===== src/rtl/cpu_pkg.sv =====
//------------------------------------------------------------------------------
// Package     : cpu_pkg
// Description : Shared definitions for the control sequencer. Holds the FSM
//               state encoding, the opcode and ALU code constants, the
//               instruction field bit positions and the opcode classes.
//               SINGLE_STEP_EN adds the WAIT state.
// Revision    : 1.0  initial release
//------------------------------------------------------------------------------
`default_nettype none

package cpu_pkg;

  // Instruction field positions: opcode | Ra | Rb | Rc | unused
  localparam int IR_OP_MSB = 31;
  localparam int IR_OP_LSB = 27;
  localparam int IR_RA_MSB = 26;
  localparam int IR_RA_LSB = 23;
  localparam int IR_RB_MSB = 22;
  localparam int IR_RB_LSB = 19;
  localparam int IR_RC_MSB = 18;
  localparam int IR_RC_LSB = 15;

  // Opcodes
  localparam int OP_ADD  = 0;
  localparam int OP_SUB  = 1;
  localparam int OP_AND  = 2;
  localparam int OP_OR   = 3;
  localparam int OP_SHL  = 4;
  localparam int OP_SHR  = 5;
  localparam int OP_SHRA = 6;
  localparam int OP_ROL  = 7;
  localparam int OP_ROR  = 8;
  localparam int OP_NEG  = 9;
  localparam int OP_NOT  = 10;
  localparam int OP_NOP  = 26;
  localparam int OP_HALT = 27;

  // ALU operation codes; identical to opcode[3:0] for the ALU instructions
  localparam logic [3:0] ALU_ADD  = 4'd0;
  localparam logic [3:0] ALU_SUB  = 4'd1;
  localparam logic [3:0] ALU_AND  = 4'd2;
  localparam logic [3:0] ALU_OR   = 4'd3;
  localparam logic [3:0] ALU_SHL  = 4'd4;
  localparam logic [3:0] ALU_SHR  = 4'd5;
  localparam logic [3:0] ALU_SHRA = 4'd6;
  localparam logic [3:0] ALU_ROL  = 4'd7;
  localparam logic [3:0] ALU_ROR  = 4'd8;
  localparam logic [3:0] ALU_NEG  = 4'd9;
  localparam logic [3:0] ALU_NOT  = 4'd10;

  // Sequencer states
  typedef enum logic [3:0] {
    ST_RST  = 4'd0,
    ST_T0   = 4'd1,
    ST_T1   = 4'd2,
    ST_T2   = 4'd3,
    ST_T3   = 4'd4,
    ST_T4   = 4'd5,
    ST_T5   = 4'd6,
`ifdef SINGLE_STEP_EN
    ST_HALT = 4'd7,
    ST_WAIT = 4'd8
`else
    ST_HALT = 4'd7
`endif
  } state_e;

  // Opcode classes produced by the decoder
  localparam logic [2:0] CLS_THREE = 3'd0;
  localparam logic [2:0] CLS_TWO   = 3'd1;
  localparam logic [2:0] CLS_NOP   = 3'd2;
  localparam logic [2:0] CLS_HALT  = 3'd3;
  localparam logic [2:0] CLS_UNDEF = 3'd4;

endpackage

`default_nettype wire


===== src/rtl/ir_decoder.sv =====
//------------------------------------------------------------------------------
// Module      : ir_decoder
// Description : Combinational instruction decode. Splits the IR word into
//               one-hot register selects, the ALU code and the opcode class.
// Revision    : 1.0  initial release
//------------------------------------------------------------------------------
`default_nettype none

module ir_decoder
  import cpu_pkg::*;
#(
  parameter int NREGS = 16,
  parameter int OPW   = 5
) (
  input  logic [31:0]      ir_i,
  output logic [NREGS-1:0] ra_oh_o,
  output logic [NREGS-1:0] rb_oh_o,
  output logic [NREGS-1:0] rc_oh_o,
  output logic [3:0]       alu_o,
  output logic [2:0]       class_o
);

  logic [OPW-1:0] opcode;
  logic [3:0]     ra;
  logic [3:0]     rb;
  logic [3:0]     rc;
  int             op_val;
  logic           unused_ir;

  assign opcode    = ir_i[IR_OP_MSB -: OPW];
  assign ra        = ir_i[IR_RA_MSB:IR_RA_LSB];
  assign rb        = ir_i[IR_RB_MSB:IR_RB_LSB];
  assign rc        = ir_i[IR_RC_MSB:IR_RC_LSB];
  assign op_val    = int'(opcode);
  assign alu_o     = opcode[3:0];
  assign unused_ir = ^ir_i[IR_RC_LSB-1:0];

  // One-hot register selects, one comparator per register
  for (genvar i = 0; i < NREGS; i++) begin : g_onehot
    assign ra_oh_o[i] = ({28'd0, ra} == 32'(i));
    assign rb_oh_o[i] = ({28'd0, rb} == 32'(i));
    assign rc_oh_o[i] = ({28'd0, rc} == 32'(i));
  end

  // Opcode class; anything not recognised is undefined and treated as nop
  always_comb begin
    class_o = CLS_UNDEF;
    if (op_val <= OP_ROR)                          class_o = CLS_THREE;
    else if (op_val == OP_NEG || op_val == OP_NOT) class_o = CLS_TWO;
    else if (op_val == OP_NOP)                     class_o = CLS_NOP;
    else if (op_val == OP_HALT)                    class_o = CLS_HALT;
  end

endmodule

`default_nettype wire


===== src/rtl/control_sequencer.sv =====
//------------------------------------------------------------------------------
// Module      : control_sequencer
// Description : Hardwired control unit. Runs fetch (T0-T2), then executes
//               register-to-register ALU instructions (T3-T5). Strobes are a
//               combinational function of the state and the IR fields.
//               SINGLE_STEP_EN adds the step input and a WAIT state entered
//               at every instruction end.
// Revision    : 1.0  initial release
//------------------------------------------------------------------------------
`default_nettype none

module control_sequencer
  import cpu_pkg::*;
#(
  parameter int NREGS = 16,
  parameter int OPW   = 5
) (
  input  logic             clock,
  input  logic             clear,
  input  logic [31:0]      IR,
  input  logic             mem_ready,
  input  logic             stop,
`ifdef SINGLE_STEP_EN
  input  logic             step,
`endif
  output logic [NREGS-1:0] Rin,
  output logic [NREGS-1:0] Rout,
  output logic             PCin,
  output logic             PCout,
  output logic             IncPC,
  output logic             MARin,
  output logic             MDRin,
  output logic             MDRout,
  output logic             IRin,
  output logic             Yin,
  output logic             Zlowin,
  output logic             Zlowout,
  output logic             Read,
  output logic [3:0]       ALUop,
  output logic             Run
);

  logic [NREGS-1:0] ra_oh;
  logic [NREGS-1:0] rb_oh;
  logic [NREGS-1:0] rc_oh;
  logic [3:0]       alu_code;
  logic [2:0]       op_class;
  state_e           state_q;
  state_e           state_d;
  logic             pcin_first_q;
  logic             stop_pend_q;
  logic             stop_req;
  logic             end_instr;

  ir_decoder #(
    .NREGS (NREGS),
    .OPW   (OPW)
  ) u_ir_decoder (
    .ir_i    (IR),
    .ra_oh_o (ra_oh),
    .rb_oh_o (rb_oh),
    .rc_oh_o (rc_oh),
    .alu_o   (alu_code),
    .class_o (op_class)
  );

  // A stop request seen at any point is held until the instruction ends
  assign stop_req = stop | stop_pend_q;

  // Next-state selection; every instruction end funnels through end_instr
  always_comb begin
    state_d   = state_q;
    end_instr = 1'b0;
    case (state_q)
      ST_RST:  state_d = ST_T0;
      ST_T0:   state_d = ST_T1;
      ST_T1:   if (mem_ready) state_d = ST_T2;
      ST_T2:   state_d = ST_T3;
      ST_T3: begin
        if (op_class == CLS_THREE || op_class == CLS_TWO) state_d = ST_T4;
        else if (op_class == CLS_HALT)                     state_d = ST_HALT;
        else                                               end_instr = 1'b1;
      end
      ST_T4: begin
        if (op_class == CLS_THREE) state_d = ST_T5;
        else                       end_instr = 1'b1;
      end
      ST_T5:   end_instr = 1'b1;
      ST_HALT: state_d = ST_HALT;
`ifdef SINGLE_STEP_EN
      ST_WAIT: begin
        if (stop_req)  state_d = ST_HALT;
        else if (step) state_d = ST_T0;
      end
`endif
      default: state_d = ST_RST;
    endcase
    if (end_instr) begin
`ifdef SINGLE_STEP_EN
      state_d = stop_req ? ST_HALT : ST_WAIT;
`else
      state_d = stop_req ? ST_HALT : ST_T0;
`endif
    end
  end

  // State register plus the first-T1 marker and the pending stop flag
  always_ff @(posedge clock or negedge clear) begin
    if (!clear) begin
      state_q      <= ST_RST;
      pcin_first_q <= 1'b0;
      stop_pend_q  <= 1'b0;
    end else begin
      state_q      <= state_d;
      pcin_first_q <= (state_d == ST_T1) && (state_q != ST_T1);
      stop_pend_q  <= stop_req && (state_d != ST_HALT);
    end
  end

  // Moore strobe decode from state and IR fields; only one bus driver per state
  always_comb begin
    Rin     = '0;
    Rout    = '0;
    PCin    = 1'b0;
    PCout   = 1'b0;
    IncPC   = 1'b0;
    MARin   = 1'b0;
    MDRin   = 1'b0;
    MDRout  = 1'b0;
    IRin    = 1'b0;
    Yin     = 1'b0;
    Zlowin  = 1'b0;
    Zlowout = 1'b0;
    Read    = 1'b0;
    ALUop   = 4'd0;
    Run     = (state_q != ST_RST) && (state_q != ST_HALT);
    case (state_q)
      ST_T0: begin
        PCout  = 1'b1;
        MARin  = 1'b1;
        IncPC  = 1'b1;
        Zlowin = 1'b1;
      end
      ST_T1: begin
        Zlowout = 1'b1;
        PCin    = pcin_first_q;
        Read    = 1'b1;
        MDRin   = 1'b1;
      end
      ST_T2: begin
        MDRout = 1'b1;
        IRin   = 1'b1;
      end
      ST_T3: begin
        if (op_class == CLS_THREE) begin
          Rout = rb_oh;
          Yin  = 1'b1;
        end else if (op_class == CLS_TWO) begin
          Rout   = rb_oh;
          ALUop  = alu_code;
          Zlowin = 1'b1;
        end
      end
      ST_T4: begin
        if (op_class == CLS_THREE) begin
          Rout   = rc_oh;
          ALUop  = alu_code;
          Zlowin = 1'b1;
        end else if (op_class == CLS_TWO) begin
          Zlowout = 1'b1;
          Rin     = ra_oh;
        end
      end
      ST_T5: begin
        Zlowout = 1'b1;
        Rin     = ra_oh;
      end
      default: ;
    endcase
  end

endmodule

`default_nettype wire


===== config.mk =====
export PLATFORM = sky130hd
export DESIGN_NAME = control_sequencer
export DESIGN_NICKNAME = d
export VERILOG_FILES = /design/src/rtl/cpu_pkg.sv /design/src/rtl/ir_decoder.sv /design/src/rtl/control_sequencer.sv
export SDC_FILE = /design/constraint.sdc
export NUM_CORES = 1
export LEC_CHECK = 0
export BUFFER_PORTS_ARGS = -buffer_cell sky130_fd_sc_hd__buf_2
export CAP_MARGIN = 0
export CORE_ASPECT_RATIO = 0.8
export CORE_UTILIZATION = 25
export CTS_BUF_LIST = sky130_fd_sc_hd__clkbuf_8
export DETAILED_ROUTE_END_ITERATION = 8
export GPL_TIMING_DRIVEN = 1
export MAX_ROUTING_LAYER = met4
export SLEW_MARGIN = 20
export SYNTH_ARGS = -nofsm -noshare
export SYNTH_HDL_FRONTEND = slang
export SYNTH_SLANG_ARGS = --single-unit

===== constraint.sdc =====
create_clock -name clock -period 1.69 [get_ports clock]
set_input_delay 0.2535 -clock clock [delete_from_list [all_inputs] [get_ports clock]]
set_output_delay 0.2535 -clock clock [all_outputs]
set_load 0.03 [all_outputs]

======== Word level (Yosys, flattened, before mapping) ========
Cells that the tools add are included.
operators by class
  magnitude comparators ................... 1
  equal/unequal tests ..................... 62
  multiplexer cells ....................... 36
  bitwise gates (word level) .............. 1
  reductions and logical operators ........ 12
operators by type and width
  operator                                                                          number
  4-bit equality test, second input constant                                        24
  16-bit two-way mux                                                                5
  4-bit by 3-bit equality test with 1-bit output, second input constant             16
  16-bit case mux with 2 select lines                                               2
  4-bit by 2-bit equality test with 1-bit output, second input constant             9
  4-bit two-way mux                                                                 8
  4-bit case mux with 8 select lines                                                1
  4-bit by 1-bit equality test with 1-bit output, second input constant             4
  4-bit zero test                                                                   4
  3-bit two-way mux                                                                 5
  1-bit two-way mux                                                                 11
  5-bit by 4-bit equality test with 1-bit output, second input constant             2
  5-bit equality test, second input constant                                        2
  4-bit by 3-bit != test with 1-bit output, second input constant                   2
  4-bit case mux with 2 select lines                                                1
  1-bit case mux with 3 select lines                                                2
  5-bit by 4-bit less-or-equal comparator with 1-bit output, second input constant  1
  4-bit by 2-bit != test with 1-bit output, second input constant                   1
  4-bit nonzero test                                                                1
  3-bit by 1-bit equality test with 1-bit output, second input constant             1
  3-bit by 2-bit equality test with 1-bit output, second input constant             1
  1-bit logical AND                                                                 3
  3-bit zero test                                                                   1
  1-bit logical OR                                                                  2
  3 further kinds                                                                   3
word-level totals
  bits in registers ....................... 6
  input port bits ......................... 36
  output and inout bits ................... 48
  word-level logic and storage cells ...... 115

======== Longest topological paths before layout ========
  depth in word-level cells ............... 12
  mapped depth ............................ 6
  depth with buffers taken out ............ 4

======== Cells and area by module ========
Synthesis repeated with hierarchy kept, for this count alone.
unflattened totals
  cells, all modules ...................... 185
  area total of the unflattened synthesis .. 1260.0 µm²
modules (own cells, without submodules)
  module             instances  cells an instance  area an instance (µm²)  sequential area each (µm²)
  control_sequencer  1          106                853.3                   150.1
  ir_decoder         1          79                 406.6                   0.0

======== Worst setup path before layout ========
OpenSTA, ideal clock, no wires.
  kind .................................... reg-to-output
  from .................................... register state_q[1]
  to ...................................... output port Rin[8]
  arrival time ............................ 2203 ps
  setup slack ............................. -766 ps
  cell stages (with the launch flop) ...... 6
  buffers on the path ..................... 1
  cells stage by stage .................... dfrtp_1 -> clkbuf_1 -> nand2b_1 -> o31ai_4 -> nand3_1 -> nor4_1
between the ends
  cells in the longest elaborated chain, start to end .. 2
  elaborated cells on any way between the ends .. 3
  those cells by class .................... 2 x eq/ne; 1 x mux
RTL lines
  what                                            RTL line                  RTL
  start, declared                                 control_sequencer.sv:48   state_e state_q;
  start signal, assigned                          control_sequencer.sv:114  state_q <= state_d;
  4-bit by 3-bit equality test with 1-bit output  control_sequencer.sv:137  case (state_q)
  16-bit case mux with 2 select lines *           control_sequencer.sv:137
  end, declared                                   control_sequencer.sv:26   output logic [NREGS-1:0] Rin,
Mark *: on every way between the ends. The rest lies on a longest branch, timed or not.

======== Worst setup path in the final report ========
  from .................................... register state_q[1]
  to ...................................... output port Rout[1]
between the ends
  cells in the longest elaborated chain, start to end .. 2
  elaborated cells on any way between the ends .. 3
  those cells by class .................... 2 x eq/ne; 1 x mux
RTL lines
  what                                            RTL line                  RTL
  4-bit by 3-bit equality test with 1-bit output  control_sequencer.sv:137
  16-bit case mux with 2 select lines *           control_sequencer.sv:137
  end, declared                                   control_sequencer.sv:27   output logic [NREGS-1:0] Rout,
Marked as above.

==> impl_metrics.py <==
metrics = {
    "synthesis": {
        "synthDistinctLibCells": 41,
        "synth.most_common_cell": "nor3_1",
        "syn_avg_cell_area_um2": 7.23,
        "ys.warnings.count": 0,
        "synth_top_area_cell": "dfrtp_1",
        "synth_top_area_share_pct": 14.8,
        "async_flop_share_pct": 100,
        "syn-num-nets": 176,
        "yosysSeqAreaShare_pct": 14.8,
        "synth_seq_cells": 6,
        "synth_area_leaders": "dfrtp_1, nor3_1, o22ai_1",
        "netlist_instances": 140,
        "synth_common_cells": "nor3_1, nor2_1, o22ai_1",
        "ys.flop_type": "dfrtp_1",
        "synth_edf_count": 0,
        "synth.cell_area_um2": 1010,
    },
    "timing": {
        "fin_crit_sh_pct": 134,
        "grt_setup_unrepaired": "true",
        "fin_ws_ns": -0.572,
        "setup_viol": 44,
        "fin_crit_ns": 2.26,
        "fin_skew_ns": 0.00122,
        "whs_ns": 0.296,
        "hold_viol": 0,
        "maxSlewViolCount": 0,
        "max_freq_ghz": 0.442,
    },
    "power": {
        "power.switching_mw": 0.784,
        "power_density_nw_per_um2": 692,
        "switching_share_pct": 44.8,
        "seqPwrFrac_pct": 11.8,
        "p_int_mw": 0.966,
        "comb_power_share_pct": 76.4,
        "static-leakage-power_nw": 1.04,
        "vdd_drop_max_mv": 0.692,
        "power_frac_clock_pct": 11.8,
    },
    "cells_and_area": {
        "fin_util_pct": 66.1,
        "antenna_cells": 0,
        "layout-drive-gt1-share_pct": 73.4,
        "nets": 282,
        "syn2layout_area_growth_pct": 150,
        "fillers": 293,
        "stdcell_area_um2": 2530,
        "stdcell_count": 299,
    },
    "die": {
        "core_um2": 3830,
        "io_pins": 84,
        "start_util_pct": 26.4,
        "fp.dieH_um": 58.9,
        "rows": 20,
        "dieArea_um2": 4310,
        "die_w_um": 73.1,
    },
    "detailed_routing": {
        "vias": 1557,
        "routed_via_density": 5.21,
        "wl_met2_um": 2230,
        "drc": 0,
        "final_antenna_net_count": 0,
        "routed.top_layer": "met4",
        "dr.first_iter.drc_count": 50,
        "avgRoutedWirePerCell_um": 15.2,
        "drt-total-wl_um": 4550,
        "wl_met1_um": 2160,
        "met3WireLength_um": 112,
        "firstDrtPassIters": 4,
    },
    "clocking": {
        "clk_pin_slew_ns": 0.03,
        "cts_max_level": 1,
        "cts_tree": "done",
        "cts-root-buf": "clkbuf_8",
        "clk_path_buf_depth": 2,
        "clock_sinks": 6,
        "clkLatencyLatePin_ns": 0.22,
        "numCtsBuffers": 3,
    },
    "worst_setup_path": {
        "endpoint_kind": "primary output",
        "crit_required_ns": 1.44,
        "path_buf_inv": 1,
        "cp_cell_sequence": "or2_4 > a2111oi_4 > or3b_4 > o22ai_4 > buf_6",
        "worstPathArrival_ns": 2.01,
        "crit_type": "reg -> out",
        "cp_top_family": "simple AND/OR/NAND/NOR gates",
        "critical-path-max-stage-delay_ns": 0.50,
        "crit_fanout": 4,
        "startpoint_type": "flip-flop",
        "critPathSlowestCell": "or3b_4",
    },
    "global_route": {
        "antenna_found_initial": 0,
        "gr-total-overflow": 0,
        "grt_start_max_net_pins": 15,
        "grt_usage_pct": 20.6,
        "grt_pass1_vias": 1416,
        "grt_first_pass_wirelength_um": 6670,
    },
    "placed_design": {
        "placed_area_um2": 1910,
        "place_hpwl_um": 2990,
        "placed_cells": 280,
        "pre_cts_ws_ns": -0.440,
        "gp_congestion": 0.927,
        "portBuffers": 68,
    },
    "hold_path": {
        "holdCritPathClass": "in -> reg",
    },
    "run_status": {
        "status": "finished with violations",
        "violations": "setup timing",
    },
    "run": {
        "maxCapViolations": 0,
    },
}
layout by cell type (no fill, tap or decap), types with 3 or more instances in the layout:
master / synthesis / final
nand2b_1: 8 / 5
inv_1: 3 / 3
o22ai_1: 12 / 4
nor2_1: 13 / 10
dfrtp_1: 6 / 6
nor3_2: 0 / 5
nand2_1: 4 / 4
and2_4: 0 / 4
buf_4: 4 / 44
or2_4: 0 / 3
buf_2: 0 / 19
nand3b_1: 6 / 6
nor3_4: 0 / 10
nor2_4: 0 / 3
buf_6: 2 / 48
o32ai_4: 0 / 4
o22ai_4: 0 / 6
clkbuf_8: 0 / 3
nand3_1: 9 / 6
stage by stage:
| stage | setup TNS [ns] | total power, mW |
|---|---|---|
| 2_1_floorplan | -7.55 | 0.865 |
| 3_3_place_gp | -11.64 | 1.16 |
| 3_5_place_dp | -11.70 | 1.16 |
| 4_1_cts | -14.43 | 1.58 |
| 5_1_grt | -19.34 | 1.85 |
| 6_report | -15.88 | 1.75 |
worst min-delay path: cells and delay by family:
family / cells / cell delay [ns]
AND/OR/NAND/NOR: 2 / 0.15
buffers and inverters: 1 / 0.07
per-layer routing:
metal	track usage, %	vias to the layer above
met5	-	-
met4	6.44	0
met3	1.03	8
met2	31.0	47
met1	29.6	755
li1	-	747
registers in the layout (all words and copies together) (netlist names):
register and cells:
stop_pend_q 1, pcin_first_q 1, state_q 4
worst paths after layout:
check	startpoint	cells past startpoint	slack, ns	to
setup / recovery	state_q[1]	5	-0.57	Rout[1]
hold / removal	stop	3	0.30	stop_pend_q
setup reg to reg	state_q[0]	8	0.05	state_q[1]
hold reg to reg	stop_pend_q	2	0.51	stop_pend_q
max in group asynchronous	clear	2	1.16	state_q[2]
min in group asynchronous	clear	2	0.39	pcin_first_q
what timing repair did:
item | CTS | global route
setup buffers | 8 | 8
cloned | 0 | 0
endpoints found under the hold margin | 6 | 0
pin swaps | 28 | 11
gates resized for setup | 102 | 31
setup endpoints to repair | 45 | 48
hold buffers | 1 | 0
area by class of cell:
cell class	instances	area [um^2]	area share [%]
multi-input combinational	118	1250	49.5
timing repair buffer	114	1010	39.7
sequential	6	150	5.93
tap	55	68.8	2.72
clock buffer	3	41.3	1.63
inverter	3	11.3	0.445
cell families after synthesis:
group                     after synthesis  synth area share (%)
and+or+nand+nor                        78                  43.9
muxes                                   2                  1.98
DFF                                     6                  14.8
buffers and inverters                  16                  8.90
AOI/OAI and AO/OA                      35                  28.3
xor gates and xnor gates                2                  1.73
other                                   1                 0.370
power by group through the flow:
stage	Sequential, mW	Clock (mW)	Combinational (mW)
3_3_place_gp	0.203	0	0.955
3_5_place_dp	0.204	0	0.956
4_1_cts	0.206	0.215	1.16
2_1_floorplan	0.217	0	0.648
6_report	0.207	0.207	1.34
5_1_grt	0.213	0.225	1.41
No activity file was read; power rests on OpenSTA's default activity.
